===== config.mk =====
export PLATFORM = sky130hd
export DESIGN_NAME = stream_max_finder
export DESIGN_NICKNAME = d
export VERILOG_FILES = /design/src/rtl/stream_max_finder.sv
export SDC_FILE = /design/constraint.sdc
export NUM_CORES = 1
export LEC_CHECK = 0
export ABC_AREA = 1
export ABC_CLOCK_PERIOD_IN_PS = 4200
export CORE_MARGIN = 2
export CORE_UTILIZATION = 35
export DETAILED_ROUTE_END_ITERATION = 6
export GPL_ROUTABILITY_DRIVEN = 0
export PLACE_DENSITY = 0.61
export SETUP_SLACK_MARGIN = 0.15
export SLEW_MARGIN = 20
export SYNTH_ARGS = -nofsm -noshare
export SYNTH_HDL_FRONTEND = slang
export SYNTH_SLANG_ARGS = --single-unit

===== constraint.sdc =====
create_clock -name clk -period 4.2 [get_ports clk]
set_input_delay 0.84 -clock clk [delete_from_list [all_inputs] [get_ports clk]]
set_output_delay 0.84 -clock clk [all_outputs]
set_load 0.01 [all_outputs]

===== src/rtl/stream_max_finder.sv =====
// Streaming maximum finder: collects a burst of len unsigned samples and reports the largest
// value together with the index of its first occurrence, held until the consumer takes it.
module stream_max_finder #(
    parameter int unsigned WIDTH = 8,
    parameter int unsigned LEN_W = 4
) (
    input  logic             clk,
    input  logic             rst,
    input  logic             start,
    input  logic [LEN_W-1:0] len,
    input  logic             in_valid,
    input  logic [WIDTH-1:0] in_data,
    output logic             in_ready,
    output logic             out_valid,
    output logic [WIDTH-1:0] out_max,
    output logic [LEN_W-1:0] out_idx,
    input  logic             out_ready,
    output logic             busy
);

    typedef enum logic [1:0] {
        st_idle    = 2'd0,
        st_collect = 2'd1,
        st_done    = 2'd2
    } state_t;

    state_t           state;
    logic [LEN_W-1:0] len_q;
    logic [LEN_W-1:0] cnt;

    // Flags are registered alongside the state so they are pure state decodes with no
    // combinational path from any input.
    always_ff @(posedge clk or posedge rst) begin
        if (rst) begin
            state     <= st_idle;
            len_q     <= '0;
            cnt       <= '0;
            out_max   <= '0;
            out_idx   <= '0;
            out_valid <= 1'b0;
            in_ready  <= 1'b0;
            busy      <= 1'b0;
        end else begin
            unique case (state)
                st_idle: begin
                    if (start && (len != '0)) begin
                        len_q    <= len;
                        cnt      <= '0;
                        state    <= st_collect;
                        in_ready <= 1'b1;
                        busy     <= 1'b1;
                    end
                end
                st_collect: begin
                    if (in_valid) begin
                        // First beat loads unconditionally; later beats only on a strict win.
                        if ((cnt == '0) || (in_data > out_max)) begin
                            out_max <= in_data;
                            out_idx <= cnt;
                        end
                        if (cnt == len_q - 1'b1) begin
                            state     <= st_done;
                            in_ready  <= 1'b0;
                            out_valid <= 1'b1;
                        end else begin
                            cnt <= cnt + 1'b1;
                        end
                    end
                end
                st_done: begin
                    if (out_ready) begin
                        state     <= st_idle;
                        out_valid <= 1'b0;
                        busy      <= 1'b0;
                    end
                end
                default: begin
                    state     <= st_idle;
                    out_valid <= 1'b0;
                    in_ready  <= 1'b0;
                    busy      <= 1'b0;
                end
            endcase
        end
    end

endmodule


==> results_dict.tcl <==
set metrics [dict create \
    status "complete, no violations" \
    cts_root_buffer "clkbuf_8" \
    synth_top_area_frac 0.407 \
    critPathLaunch "in_data[7]" \
    fmax_mhz 381 \
    area_growth_pct 25.2 \
    clkTransAtPathRegs_ns 0.09 \
    slew_headroom 0.397 \
    hold_viol 0 \
    fp-row-count 24 \
    path_class "input pin to flop" \
    dp_slack_ns 1.27 \
    antenna_found_initial 0 \
    netlist_area_um2 1540 \
    synth.net_count 228 \
    io_pins 32 \
    yosysWarnings 0 \
    worst_path_max_delay_cell "clkdlybuf4s50_1" \
    vias_per_cell 4.46 \
    crit_path_max_fanout 13 \
    cts_hold_buf 0 \
    syn_inst 200 \
    min_period_ns 2.62 \
    avgSynthCellArea_um2 7.68 \
    critPathLaunchType "input pin" \
    hpwl_mm 2.19 \
    htreeDepth 1 \
    vias 1253 \
    ir_drop_v 0.000301 \
    arrival_ns 2.79 \
    drt_wl_total_mm 2.80 \
    synth_area_leaders "dfrtp_1 (41%), nand2_1 (17%), ha_1 (9.0%), inv_1 (6.8%), nand3_1 (5.5%)" \
    critPathMostFrequentCell "nand2_1" \
    hold_path.class "flop to flop" \
    cpPeakStageDelay_ns 0.43 \
    clock_latency_ns 0.28 \
    ys_seq_area_frac 0.407 \
    drive_gt1_frac 0.0830 \
    cts.sinks 25 \
    drt-initial-drc-count 96 \
    first_pass_iters 4 \
    drv_cap 0 \
    r2r_start "out_max[7]$_DFFE_PP0P_" \
    layout_common_cells "nand2_1 (70), clkdlybuf4s50_1 (31), inv_1 (27)" \
    crit_path_end "out_max[0]$_DFFE_PP0P_" \
    drv_slew 0 \
    r2r_cells 11 \
    gr-usage-all-layers 0.127 \
    grt_max_degree 26 \
    final.period_utilization 0.624 \
    ant_nets 0 \
    clock_path_buffers 2 \
    r2r_slack_ns 2.17 \
    critPathTopFamily "simple AND/OR/NAND/NOR gates" \
    yosys.area.top_type "dfrtp_1" \
    cp.depth 11 \
    portBuffers 31 \
    end_kind "flop" \
    core_um2 4290 \
    crit_chain "clkdlybuf4s50_1 -> ha_1 -> nand2_1 -> nor2_1 -> nand2_1 -> nand2_1 -> nand2_1 -> nand2_1 -> nand2_1 -> nand2_1 -> nand2_1" \
    synth.distinct_cells 26 \
    start_util 0.358 \
    cts_tree "built" \
    grt_pass1_vias 1222 \
    synth_seq_cells 25 \
    fin_util 0.448 \
    die_h_um 70.3 \
    die_x_um 70.3 \
    worst_slack_ns 1.58 \
    skew_ns 0.00661 \
    grt_pass1_wl_mm 5.18 \
    fillCellCount 452 \
    worst_slew_pin_slew_ns 0.899 \
    final-setup-viol-count 0 \
    required_ns 4.36 \
    rsz0062_at_grt "false" \
    layout.nets 258 \
    final_common_cell "nand2_1" \
    power_density_nw_per_um2 691 \
    post-cts-setup-buffers 0 \
    die-area_um2 4940 \
    wire_per_inst_um 9.96 \
    cts_made_buffers 3 \
    diodes 0 \
    drc 0 \
    setup_tns_ns 0 \
    gr-total-overflow 0 \
    p_leak_nw 1.01 \
    path_buf_inv 1 \
    timing.rr.end "out_max[0]$_DFFE_PP0P_" \
    cts-resized-gates 0 \
]
## worst min-delay path by stage
| stage | cells after the start | from | slack [ns] | to |
|---|---|---|---|---|
| finish | 2 | in_ready$_DFFE_PP0P_ | 0.49 | in_ready$_DFFE_PP0P_ |
| floorplan | 2 | len_q[1]$_DFFE_PP0P_ | 0.45 | len_q[1]$_DFFE_PP0P_ |
| global route | 2 | out_idx[3]$_DFFE_PP0P_ | 0.51 | out_idx[3]$_DFFE_PP0P_ |
| CTS | 2 | out_valid$_DFFE_PP0P_ | 0.49 | out_valid$_DFFE_PP0P_ |
| detailed placement | 2 | in_ready$_DFFE_PP0P_ | 0.47 | in_ready$_DFFE_PP0P_ |
| global placement | 2 | out_valid$_DFFE_PP0P_ | 0.46 | out_valid$_DFFE_PP0P_ |
## kinds of logic after synthesis
kind of cell             synth area share
buffers and inverters               0.102
AO/OA/AOI/OAI                      0.0358
AND/OR/NAND/NOR                     0.337
adder cells (fa/ha/maj)            0.0896
XOR/XNOR                           0.0285
flip-flops                          0.407
## flip-flops by register name (all words and copies together), names as in the netlist
signal,flops
out_max,8
state,2
busy,1
out_idx,4
out_valid,1
in_ready,1
cnt,4
len_q,4
## metal layers
metal	share of wire	vias to the layer above	global-route usage
met5	0	-	0
met1	0.49	547	0.172
li1	-	673	-
met3	0.044	5	0.0216
met2	0.45	28	0.208
met4	0.014	0	0.0385
## synth_stat cells
master / number
nand2_1: 70
xnor2_1: 1
nor3_1: 1
nand3b_1: 1
nor2_4: 2
nand3_1: 17
a21oi_1: 2
ha_1: 11
a21o_1: 1
or2_1: 1
o21ai_0: 5
dfrtp_1: 25
nand3_2: 3
xor2_1: 4
a21boi_0: 1
nand2_4: 1
nor2_2: 1
nor2_8: 1
buf_6: 1
nand4_1: 2
nor2_1: 8
inv_1: 28
o21ai_1: 1
buf_2: 5
inv_2: 4
nand2_2: 3
## final cells by class
cell class | instances | area [um^2] | share of cell area
clock buffer | 3 | 41.3 | 0.0215
timing repair buffer | 31 | 310 | 0.161
multi-input combinational | 137 | 754 | 0.392
clock inverter | 1 | 7.51 | 0.00390
sequential | 25 | 626 | 0.325
tap | 52 | 65.1 | 0.0338
inverter | 32 | 120 | 0.0624
## per-stage QoR
step	instance area [um^2]	instances	total power [W]	hold WS (ns)
after floorplan	1540	200	0.000973	0.453
final	1920	281	0.00133	0.487
after CTS	1920	281	0.00135	0.494
after global placement	1880	277	0.00119	0.463
after detailed placement	1880	277	0.00120	0.471
after global routing	1920	281	0.00148	0.513
## power breakdown
part	leakage [nW]	internal [W]	switching (W)
Sequential	0.316	0.000350	0.0000967
Combinational	0.676	0.000329	0.000405
Clock	0.0217	0.0000674	0.0000803
## tightest hold or removal path, delay by kind of cell, from the launching register on
kind             cells  cell delay [ns]
flip-flops           1             0.36
AND/OR/NAND/NOR      2             0.10
(Power assumes the default switching activity.)
